File: config.mk
export PLATFORM = sky130hd
export DESIGN_NAME = ita_hwpe_bias_stream_packer_flat
export DESIGN_NICKNAME = d
export VERILOG_FILES = /design/src/rtl/ita_hwpe_bias_stream_packer_pkg.sv /design/src/rtl/ita_hwpe_bias_stream_packer_if.sv /design/src/rtl/ita_hwpe_bias_stream_packer.sv /design/src/flat_wrapper.sv
export SDC_FILE = /design/constraint.sdc
export NUM_CORES = 1
export LEC_CHECK = 0
export CORE_AREA = 4 4 350 352
export CTS_CLUSTER_DIAMETER = 200
export DETAILED_ROUTE_END_ITERATION = 10
export DIE_AREA = 0 0 354 356
export RECOVER_POWER = 50
export SETUP_SLACK_MARGIN = 0.4
export SYNTH_ARGS = -nofsm -noshare
export SYNTH_HDL_FRONTEND = slang
export SYNTH_SLANG_ARGS = --single-unit
File: constraint.sdc
create_clock -name clk_i -period 4.3 [get_ports clk_i]
set_clock_uncertainty 0.2 [all_clocks]
set_input_delay 0.86 -clock clk_i [delete_from_list [all_inputs] [get_ports clk_i]]
set_output_delay 0.86 -clock clk_i [all_outputs]
set_load 0.005 [all_outputs]
File: src/rtl/ita_hwpe_bias_stream_packer_pkg.sv
// Shared constants and FSM state type for the bias stream packer.
package ita_package;

   localparam int unsigned BIAS_IN_WIDTH   = 32;
   localparam int unsigned BIAS_OUT_WIDTH  = 768;
   localparam int unsigned BIAS_PACK_RATIO = BIAS_OUT_WIDTH / BIAS_IN_WIDTH;

   typedef enum logic {
      Fill  = 1'b0,
      Drain = 1'b1
   } bias_pack_state_e;

endpackage

File: src/rtl/ita_hwpe_bias_stream_packer_if.sv
// Valid/ready stream bundle with data and byte strobes.
interface hwpe_stream_intf_stream #(
   parameter int unsigned DATA_WIDTH = 32
) ();

   localparam int unsigned STRB_WIDTH = DATA_WIDTH / 8;

   logic                  valid;
   logic                  ready;
   logic [DATA_WIDTH-1:0] data;
   logic [STRB_WIDTH-1:0] strb;

   modport source (output valid, data, strb, input ready);
   modport sink   (input valid, data, strb, output ready);

endinterface

File: src/rtl/ita_hwpe_bias_stream_packer.sv
// Packs narrow streamer beats LSB-first into wide bias words, with zero-padded flush
// and a per-tile word counter that pulses done_o on the last word of each tile.
module ita_hwpe_bias_stream_packer
   import ita_package::*;
#(
   parameter int unsigned INPUT_DATA_WIDTH  = BIAS_IN_WIDTH,
   parameter int unsigned OUTPUT_DATA_WIDTH = BIAS_OUT_WIDTH
) (
   input  logic                   clk_i,
   input  logic                   rst_ni,
   input  logic                   clear_i,
   input  logic                   flush_i,
   input  logic [7:0]             tile_beats_i,
   hwpe_stream_intf_stream.sink   data_i,
   hwpe_stream_intf_stream.source data_o,
   output logic                   done_o
);

   localparam int unsigned IW  = INPUT_DATA_WIDTH;
   localparam int unsigned R   = OUTPUT_DATA_WIDTH / INPUT_DATA_WIDTH;
   localparam int unsigned SW  = INPUT_DATA_WIDTH / 8;
   localparam int unsigned OSW = OUTPUT_DATA_WIDTH / 8;
   localparam int unsigned CW  = $clog2(R);

   bias_pack_state_e       state_reg, state_next;
   logic [CW-1:0]          lane_cnt_reg, lane_cnt_next;
   logic [OUTPUT_DATA_WIDTH-1:0] data_reg, data_next;
   logic [OSW-1:0]         strb_reg, strb_next;
   logic [7:0]             word_cnt_reg, tile_len_reg;
   logic                   done_reg;

   logic                   fill;
   logic                   in_hs, out_hs;
   logic                   last_lane, flush_go, word_done;
   logic [CW:0]            next_lane;
   logic [7:0]             eff_len;
   logic                   tile_last;

   assign fill      = (state_reg == Fill);
   assign in_hs     = fill && data_i.valid;
   assign out_hs    = !fill && data_o.ready;
   assign next_lane = {1'b0, lane_cnt_reg} + (CW+1)'(in_hs);
   assign last_lane = in_hs && (lane_cnt_reg == CW'(R-1));
   // A flush at lane 0 still closes the word when a beat lands in the same cycle.
   assign flush_go  = fill && flush_i && ((lane_cnt_reg != '0) || in_hs);
   assign word_done = last_lane || flush_go;

   always_comb begin
      lane_cnt_next = lane_cnt_reg;
      if (word_done) begin
         lane_cnt_next = '0;
      end else if (in_hs) begin
         lane_cnt_next = lane_cnt_reg + CW'(1);
      end
   end

   generate
      for (genvar gi = 0; gi < R; gi++) begin : g_lane
         logic lane_wr, lane_pad;
         assign lane_wr  = in_hs && (lane_cnt_reg == CW'(gi));
         assign lane_pad = flush_go && ((CW+1)'(gi) >= next_lane);
         assign data_next[gi*IW +: IW] = lane_wr  ? data_i.data :
                                         lane_pad ? '0 : data_reg[gi*IW +: IW];
         assign strb_next[gi*SW +: SW] = lane_wr ? data_i.strb :
                                         (lane_pad || out_hs) ? '0 : strb_reg[gi*SW +: SW];
      end
   endgenerate

   // The tile length is only sampled on the first word, so mid-tile edits are ignored.
   assign eff_len   = (word_cnt_reg != 8'd0) ? tile_len_reg :
                      (tile_beats_i == 8'd0) ? 8'd1 : tile_beats_i;
   assign tile_last = (word_cnt_reg == eff_len - 8'd1);

   always_ff @(posedge clk_i) begin
      if (!rst_ni || clear_i) begin
         state_reg    <= Fill;
         lane_cnt_reg <= '0;
         data_reg     <= '0;
         strb_reg     <= '0;
         word_cnt_reg <= 8'd0;
         tile_len_reg <= 8'd0;
         done_reg     <= 1'b0;
      end else begin
         state_reg    <= state_next;
         lane_cnt_reg <= lane_cnt_next;
         data_reg     <= data_next;
         strb_reg     <= strb_next;
         done_reg     <= out_hs && tile_last;
         if (out_hs) begin
            if (word_cnt_reg == 8'd0) begin
               tile_len_reg <= eff_len;
            end
            word_cnt_reg <= tile_last ? 8'd0 : word_cnt_reg + 8'd1;
         end
      end
   end

   always_comb begin
      state_next = state_reg;
      unique case (state_reg)
         Fill:    if (word_done) state_next = Drain;
         Drain:   if (data_o.ready) state_next = Fill;
         default: state_next = Fill;
      endcase
   end

   always_comb begin
      data_i.ready = fill;
      data_o.valid = !fill;
   end

   assign data_o.data = data_reg;
   assign data_o.strb = strb_reg;
   assign done_o      = done_reg;

endmodule

File: src/flat_wrapper.sv
// flat-port wrapper written by rule: the top's interface ports become plain ports
module ita_hwpe_bias_stream_packer_flat import ita_package::*;
#(
   parameter int unsigned INPUT_DATA_WIDTH  = BIAS_IN_WIDTH,
   parameter int unsigned OUTPUT_DATA_WIDTH = BIAS_OUT_WIDTH
)
  (clk_i, rst_ni, clear_i, flush_i, tile_beats_i, done_o, data_i_valid, data_i_data, data_i_strb, data_i_ready, data_o_valid, data_o_data, data_o_strb, data_o_ready);
  hwpe_stream_intf_stream #(.DATA_WIDTH((32))) data_i_i ();
  hwpe_stream_intf_stream #(.DATA_WIDTH((768))) data_o_i ();
  input  logic clk_i;
  input  logic rst_ni;
  input  logic clear_i;
  input  logic flush_i;
  input  logic [7:0] tile_beats_i;
  output logic done_o;
  input wire logic [$bits(data_i_i.valid)-1:0] data_i_valid;
  input wire logic [$bits(data_i_i.data)-1:0] data_i_data;
  input wire logic [$bits(data_i_i.strb)-1:0] data_i_strb;
  output wire logic [$bits(data_i_i.ready)-1:0] data_i_ready;
  output wire logic [$bits(data_o_i.valid)-1:0] data_o_valid;
  output wire logic [$bits(data_o_i.data)-1:0] data_o_data;
  output wire logic [$bits(data_o_i.strb)-1:0] data_o_strb;
  input wire logic [$bits(data_o_i.ready)-1:0] data_o_ready;
  assign data_i_i.valid = data_i_valid;
  assign data_i_i.data = data_i_data;
  assign data_i_i.strb = data_i_strb;
  assign data_i_ready = data_i_i.ready;
  assign data_o_valid = data_o_i.valid;
  assign data_o_data = data_o_i.data;
  assign data_o_strb = data_o_i.strb;
  assign data_o_i.ready = data_o_ready;
  ita_hwpe_bias_stream_packer #(.INPUT_DATA_WIDTH(INPUT_DATA_WIDTH), .OUTPUT_DATA_WIDTH(OUTPUT_DATA_WIDTH)) u_core (.clk_i(clk_i), .rst_ni(rst_ni), .clear_i(clear_i), .flush_i(flush_i), .tile_beats_i(tile_beats_i), .data_i(data_i_i), .data_o(data_o_i), .done_o(done_o));
endmodule
* Word-level counts from Yosys, hierarchy flattened *
Index checks and enable logic that the tools add are counted.
Widths: inputs -> output; s select.

word-level totals
  bits in registers = 887
  input port bits = 50
  output and inout bits = 867

operators by class
  eq/ne operators = 24
  reduce and logical (&&, ||, !) cells = 136
  bitwise logic cells = 1
  add/sub/neg operators = 4
  $lt $le $gt $ge = 24
  muxes and demuxes = 102

operators with widths
  operator             count
  $mux 32              48
  $mux 4               48
  $reduce_bool 2->1    48
  $logic_and 1x1->1    53
  $ge 4x6->1 const A   8
  $ge 5x6->1 const A   8
  $eq 5x4->1 const B   8
  $eq 5x5->1 const B   8
  $logic_or 1x1->1     27
  $ge 3x6->1 const A   4
  $mux 8               3
  $eq 5x3->1 const B   4
  $logic_not 8->1      2
  $ge 1x6->1 const A   2
  $ge 2x6->1 const A   2
  $eq 5x2->1 const B   2
  $add 8x1->8 const B  1
  $eq 8x8->1           1
  $reduce_bool 8->1    1
  $sub 8x1->8 const B  1
  $add 5x1->6          1
  $add 5x1->5 const B  1
  $eq 5x1->1 const B   1
  $logic_not 5->1      1
  other kinds (7)      8

* Logic depth before layout (Yosys ltp) *
Gate-level depths: netlist of the first run.

  word-level depth = 8
  mapped depth = 15
  mapped depth without buffers = 12

* Worst setup path after synthesis of the first run *
No wires, ideal clock.

  path type = input port to flip-flop
  start point = input data_i_valid
  end point = register u_core.data_reg[149], in the netlist u_core.data_o.data[149]
  stages = 15
  buffers on the path = 5
  required time = 3,972 ps
  slack = 500 ps
  arrival time = 3,473 ps
  cell sequence = nor2b_1 clkbuf_1 ha_1 ha_1 nand3_1 mux2i_1 and2_1 clkbuf_1 nand2_1 buf_2 o22a_1 clkbuf_1 buf_1 a22oi_1 nor2_1

between the ends
  word-level cells in the longest chain between the ends = 5
  elaborated cells between the ends (all ways) = 9
  classes of those cells = add/sub (1); order compare (1); mux (1); reduce/logical (6)

ends and longest elaborated chain
  what                                                    line                                                                  RTL
  start, declared                                         flat_wrapper.sv:16                                                    input wire logic [$bits(data_i_i.valid)-1:0] data_i_valid;
  $logic_and 1x1->1 (*)                                   ita_hwpe_bias_stream_packer.sv:40                                     assign in_hs = fill && data_i.valid;
  net u_core.in_hs                                        ita_hwpe_bias_stream_packer.sv:33                                     logic in_hs, out_hs;
  $add 5x1->6 / $logic_or 1x1->1 (equally long branches)  ita_hwpe_bias_stream_packer.sv:42, ita_hwpe_bias_stream_packer.sv:45
  $ge 3x6->1 / $logic_and 1x1->1 (equally long branches)  ita_hwpe_bias_stream_packer.sv:61, ita_hwpe_bias_stream_packer.sv:45
  $logic_and 1x1->1                                       ita_hwpe_bias_stream_packer.sv:61                                     assign lane_pad = flush_go && ((CW+1)'(gi) >= next_lane);
  $reduce_bool 2->1 (no line)                             n/a
  end signal, assigned                                    ita_hwpe_bias_stream_packer.sv:86                                     data_reg <= data_next;
  end, declared                                           ita_hwpe_bias_stream_packer.sv:27                                     logic [OUTPUT_DATA_WIDTH-1:0] data_reg, data_next;

Mark *: on every way through the listed nets, which the timed path passes. The rest lies on a longest branch.
A chain may end at the register's enable or synchronous reset.

* Final worst setup path of the first run *
  start point = input data_i_valid
  end point = register u_core.data_reg[170], in the netlist u_core.data_o.data[170]

between the ends
  word-level cells in the longest chain between the ends = 5
  elaborated cells between the ends (all ways) = 9
  classes of those cells = add/sub (1); order compare (1); mux (1); reduce/logical (6)

ends and longest elaborated chain
  what                                                    line
  $logic_and 1x1->1 (*)                                   ita_hwpe_bias_stream_packer.sv:40
  $add 5x1->6 / $logic_or 1x1->1 (equally long branches)  ita_hwpe_bias_stream_packer.sv:42, ita_hwpe_bias_stream_packer.sv:45
  $ge 3x6->1 / $logic_and 1x1->1 (equally long branches)  ita_hwpe_bias_stream_packer.sv:61, ita_hwpe_bias_stream_packer.sv:45
  $logic_and 1x1->1                                       ita_hwpe_bias_stream_packer.sv:61
  $reduce_bool 2->1 (no line)                             n/a

Every way passes the cells marked *; elsewhere a longest branch is shown, timed or not.

==> out/qor.yml, run 1 <==
status: "complete, but fails checks"
violations: "capacitance limit, slew limit"
place_congestion: 0.8336
start_util_pct: 25.86
async_flop_share_pct: 0
largest_reg_flops: 768
antenna_found_initial: 17
tns_ns: 0
grt_pass1_wl_um: 215300
switching_share_pct: 25.52
vias: 30090
syn_to_final_growth_pct: 46.48
yosys_warnings: 0
r2r_slack_ns: 0.77
regArea_mm2: 0.01776
setup_viol: 0
die_w_um: 354
antenna_left: 0
worstPathArrival_ns: 4.01
internal_power_mw: 13.32
hpwlAfterDp_um: 102400
synthDistinctLibCells: 53
m1WireLength_um: 61950
whs_path_depth: 2
drive_gt1_share_pct: 8.633
port-buffer-count: 916
drc: 0
cts_tree: "yes"
synth-seq-area-share_pct: 57.53
hp-start: "u_core.data_o.data[621]$_SDFFE_PP0P_"
nets: 4176
clk_pin_slew_worst_paths_ns: 0.06
netSwitchingPower_mw: 4.562
cts_made_buffers: 98
cts_sinks: 887
rr_startpoint: "u_core.word_cnt_reg[0]$_SDFFE_PP0P_"
synth.avg_cell_area_um2: 9.235
setup.worst_path.start: "data_i_valid"
seqPwrFrac_pct: 46.1
insertion_delay_ns: 0.70
report.power.total_mw: 17.88
clk_path_buf_depth: 3
post-cts-setup-buffers: 0
post_cts_resized: 0
core_mm2: 0.1193
power.leakage_nw: 17.69
wl_met2_um: 73570
ir_worst_vdd_uv: 446.1
rows: 127
cts_max_level: 3
rsz0062_at_grt: "false"
end_kind: "flip-flop"
synthFlopType: "dfxtp_1"
multi_input_area_mm2: 0.01204
synth_nets: 3402
max_cap_violations: 1
die_y_um: 356
post_dp_cell_area_mm2: 0.04196
grt_max_degree: 204
fmax_mhz: 274.5
crit_type: "input pin to flip-flop"
design_area_mm2: 0.04521
slew_headroom_pct: -0.2130
cellPowerDensity_mw_per_mm2: 395.4
worstPathRequired_ns: 4.67
cts_hold_buf: 0
r2r_cells: 12
syn_inst: 3342
synth_edf_count: 0
fin_util_pct: 37.88
drtPass1Iterations: 6
topRoutingLayerUsed: "met5"
min_period_ns: 3.643
final_hold_viol_count: 0
grt_pass1_vias: 28000
slew_violations: 1
clockPowerShare_pct: 47.4
n_fill_cell: 11820
path_max_fanout: 21
post-route-period-util_pct: 84.73
io_pins: 917
detailedRoute.firstIterationViolations: 3314
grt_usage_pct: 23.42
root_buffer: "clkbuf_16"
r2r-end: "u_core.word_cnt_reg[5]$_SDFFE_PP0P_"
hold_class: "flip-flop to flip-flop"
routed-wl-met3_um: 14770
dieArea_mm2: 0.1260
whs_endpoint: "u_core.data_o.data[621]$_SDFFE_PP0P_"
start_kind: "input pin"
grt_remaining_overflow: 0
power_frac_comb_pct: 6.5
tightest_slew_ns: 1.498
avgViaCountPerCell: 5.178
routed_wl_um: 157100
synth_area_mm2: 0.03086
wire_per_inst_um: 27.03
ys_ff_latch: 887
## power by group through the flow
| stage | Clock [mW] | Combinational [mW] | Sequential, mW |
|---|---|---|---|
| 2_1_floorplan | 0 | 0.489 | 8.43 |
| 3_3_place_gp | 0 | 1.17 | 8.43 |
| 3_5_place_dp | 0 | 1.17 | 8.43 |
| 4_1_cts | 8.67 | 1.17 | 8.25 |
| 5_1_grt | 8.97 | 1.20 | 8.24 |
| 6_report | 8.47 | 1.16 | 8.25 |
## final cells by class
class	count	share of cell area (%)
Inverter	7	0.05812
Clock inverter	32	0.9769
Timing Repair Buffer	1034	22.35
Tap cell	1612	4.461
Multi-Input combinational cell	2088	26.63
Clock buffer	145	6.213
Sequential cell	887	39.28
Antenna cell	6	0.03321
## through the flow
step | std cells | setup slack, ns | hold WS (ns)
after global placement | 5628 | 0.1228 | 0.2523
final | 5811 | 0.6565 | 0.2606
after detailed placement | 5628 | 0.06949 | 0.2572
after CTS | 5805 | 0.7773 | 0.2663
after global routing | 5805 | 0.4322 | 0.2840
after floorplan | 3342 | 0.4997 | 0.2447
## metal layers
| layer | global-route usage (%) | up-vias |
|---|---|---|
| met3 | 6.905 | 323 |
| met1 | 28.68 | 14740 |
| met2 | 38.21 | 1633 |
| li1 | - | 13390 |
| met5 | 0 | - |
| met4 | 10.32 | 6 |
## critical path: stages
cell and delay [ns]:
dlygate4sd3_1 0.55, nor2b_1 0.17, ha_1 0.21, ha_1 0.18, nand3_1 0.13, mux2i_1 0.18, nand2_1 0.14, nor2_1 0.10
a21oi_4 0.84, buf_4 0.39, a22oi_1 0.10, nor2_1 0.14
## how the worst max path moves through the flow
stage | endpoint | slack (ns) | cells after the start
after CTS | u_core.word_cnt_reg[6]$_SDFFE_PP0P_ | 0.78 | 12
final | u_core.data_o.data[170]$_SDFFE_PP0P_ | 0.66 | 12
after global routing | u_core.data_o.data[63]$_SDFFE_PP0P_ | 0.43 | 13
after detailed placement | u_core.data_o.data[35]$_SDFFE_PP0P_ | 0.07 | 13
after floorplan | u_core.data_o.data[149]$_SDFFE_PP0P_ | 0.50 | 15
after global placement | u_core.data_o.data[42]$_SDFFE_PP0P_ | 0.12 | 13
## synth_stat cells (all sizes together) (3+ instances only)
library cell  instances  area, um^2
nor3                 11       60.06
a22oi               676        5075
and3                  9       56.30
and2                 13       82.58
o31ai                 5       37.54
nor2                800        3019
nand3               107       535.5
nand2               144       543.0
clkbuf              346        1299
nand2b                3       18.77
or4                   3       23.77
a32oi                85       744.5
or3                   6       40.03
xor2                 10       87.58
ha                   10       125.1
mux2i                 4       40.04
xnor2                11       96.34
buf                  13       73.82
a21oi               130       650.6
nand4                 9       56.30
a211oi               10       75.07
nor4                  3       33.78
o21ai                14       70.07
inv                   7       26.28
dfxtp               887       17760
nor2b                 4       25.02
a21boi                3       22.52
## layout by cell type (no fill, tap or decap), types with 18 or more instances in the layout
| cell | count |
|---|---|
| a21oi_1 | 118 |
| a22oi_1 | 676 |
| a32oi_1 | 85 |
| buf_12 | 19 |
| buf_2 | 36 |
| buf_4 | 97 |
| clkbuf_1 | 31 |
| clkbuf_16 | 98 |
| clkbuf_8 | 18 |
| dfxtp_1 | 887 |
| dlygate4sd3_1 | 863 |
| nand2_1 | 141 |
| nand3_1 | 106 |
| nor2_1 | 784 |
## cells by family (layout without fill, tap and decap cells)
family | after synthesis | in the layout | share of synthesized area, %
simple gates | 1117 | 1117 | 14.76
compound gates | 934 | 934 | 21.92
xor+xnor | 21 | 21 | 0.5959
buf+inv | 367 | 1218 | 4.573
mux | 6 | 6 | 0.2148
fa+ha+maj | 10 | 10 | 0.4054
flops | 887 | 887 | 57.53
other cells | 0 | 6 | 0
Power figures use the tool's default switching activity.
==> run 2, diff against run 1 <==
- clock period: 4.3 -> 3.5 ns (I/O delays scaled with it)
==> run 2 against run 1 <==
Effect of this change: the run now ends clean; routed wire length decreased by 0.11%; via count increased by 0.75%; sequential power increased by 22%; global-route usage decreased by 0.087 points; clock power increased by 22%; final area increased by 2.8%; core utilization increased by 1.1 points; non-clock buffer count increased by 72; cell count increased by 1.1%; critical path depth unchanged; sequential share of layout area decreased by 1.1 points; combinational power increased by 35%; critical endpoint is now u_core.word_cnt_reg[7]$_SDFFE_PP0P_; largest power group unchanged.
==> out/qor.yml, run 2 (synthesized netlist as in run 1, its figures left out) <==
detailedRoute.firstIterationViolations: 3424
drc: 0
start_kind: "input pin"
ir_worst_vdd_uv: 391.3
post-route-period-util_pct: 89.84
cts_sinks: 887
root_buffer: "clkbuf_16"
port-buffer-count: 916
clk_pin_slew_worst_paths_ns: 0.07
r2r_slack_ns: 0.39
report.power.total_mw: 22.01
rr_startpoint: "u_core.word_cnt_reg[0]$_SDFFE_PP0P_"
hold_class: "input pin to flip-flop"
core_mm2: 0.1193
post_dp_cell_area_mm2: 0.04308
whs_ns: 0.1777
antenna_left: 0
regArea_mm2: 0.01777
dp_cells: 5687
final_hold_viol_count: 0
grt_usage_pct: 23.34
start_util_pct: 25.86
routed_wl_um: 156900
hpwlAfterDp_um: 102700
wire_per_inst_um: 26.71
place_congestion: 0.8245
drtPass1Iterations: 6
r2r-end: "u_core.word_cnt_reg[7]$_SDFFE_PP0P_"
fmax_mhz: 318.0
die_y_um: 356
worstPathArrival_ns: 3.45
path_max_fanout: 4
rsz0062_at_grt: "true"
design_area_mm2: 0.04648
nets: 4247
whs_endpoint: "u_core.data_o.data[193]$_SDFFE_PP0P_"
avgViaCountPerCell: 5.161
grt_remaining_overflow: 0
slew_headroom_pct: 23.35
whs_path_depth: 3
power.leakage_nw: 18.29
vias: 30320
crit_type: "input pin to flip-flop"
die_w_um: 354
status: "complete, no violations"
max_cap_violations: 0
grt_pass1_wl_um: 214800
fin_util_pct: 38.95
io_pins: 917
multi_input_area_mm2: 0.01224
insertion_delay_ns: 0.65
tightest_slew_ns: 1.150
antenna_found_initial: 19
rows: 127
worstPathRequired_ns: 3.81
r2r_cells: 12
layout_commonest_cell: "dfxtp_1"
cts_tree: "yes"
clk_path_buf_depth: 3
drive_gt1_share_pct: 11.15
post_layout_nonfiller_instances: 5874
setup_viol: 0
slew_violations: 0
end_kind: "flip-flop"
final_cell_mix: "dfxtp_1 (884), dlygate4sd3_1 (863), nor2_1 (783)"
cts_made_buffers: 96
min_period_ns: 3.144
syn_to_final_growth_pct: 50.61
cts_max_level: 3
cellPowerDensity_mw_per_mm2: 473.4
grt_pass1_vias: 28310
hp-start: "data_i_data[1]"
grt_max_degree: 126
dieArea_mm2: 0.1260
n_fill_cell: 11730
largest_reg_flops: 768
-- run 2: layer usage --
| metal | vias up | part of all wire (%) | GRT usage [%] | wire, um |
|---|---|---|---|---|
| met5 | - | 0.0083 | 0.1538 | 13 |
| met4 | 2 | 4.8 | 10.39 | 7567 |
| met3 | 328 | 9.4 | 6.142 | 14680 |
| met2 | 1686 | 46 | 38.09 | 72390 |
| met1 | 14760 | 40 | 28.97 | 62260 |
| li1 | 13540 | - | - | - |
-- run 2: how the worst max path moves through the flow --
stage                                              startpoint                                   end  slack, ns
after floorplan                                  data_i_valid  u_core.data_o.data[134]$_SDFFE_PP0P_       0.39
after global placement                           data_i_valid   u_core.data_o.strb[41]$_SDFFE_PP0P_      -0.29
after detailed placement                         data_i_valid   u_core.data_o.strb[42]$_SDFFE_PP0P_      -0.34
after CTS                 u_core.word_cnt_reg[0]$_SDFFE_PP0P_   u_core.word_cnt_reg[5]$_SDFFE_PP0P_       0.42
after global routing      u_core.lane_cnt_reg[1]$_SDFFE_PP0N_  u_core.data_o.data[376]$_SDFFE_PP0P_       0.26
final                                         tile_beats_i[5]   u_core.word_cnt_reg[7]$_SDFFE_PP0P_       0.36
-- run 2: where the power goes --
part	internal (mW)	total (mW)	switching (mW)
Combinational	0.387	1.57	1.19
Clock	5.93	10.3	4.37
Sequential	10.1	10.1	0.0151
-- run 2: area by class of cell --
cell class / instances / share of cell area [%]
flip-flops and latches: 887 / 38.22
well taps: 1612 / 4.339
clock inverters: 41 / 1.023
inverters: 7 / 0.06191
diodes: 3 / 0.01615
repair buffers: 1106 / 24.14
multi-input cells: 2089 / 26.34
clock buffers: 129 / 5.865
-- run 2: worst max-delay path: stages --
cell and delay [ns]:
clkdlybuf4s50_1 0.43, or4_4 0.46, nor4_4 0.28, or3_1 0.16, o21ai_2 0.08, ha_4 0.19
xnor2_2 0.13, xnor2_1 0.21, nand4_1 0.19, nor4_4 0.37, buf_4 0.19, a211oi_1 0.06
-- run 2: through the flow --
stage	setup WS [ns]	TNS (ns)
3_5_place_dp	-0.3418	-31.19
3_3_place_gp	-0.2948	-15.39
6_report	0.3557	0
5_1_grt	0.2579	0
4_1_cts	0.4230	0
2_1_floorplan	0.3948	0
-- run 2: repair_timing --
action | 4_1_cts | 5_1_grt
setup endpoints to repair | 4 | 43
gates resized for setup | 2 | 29
hold buffers | 0 | 0
setup buffers | 0 | 12
pin swaps | 1 | 10
endpoints found under the hold margin | 0 | 0
cloned | 1 | 1
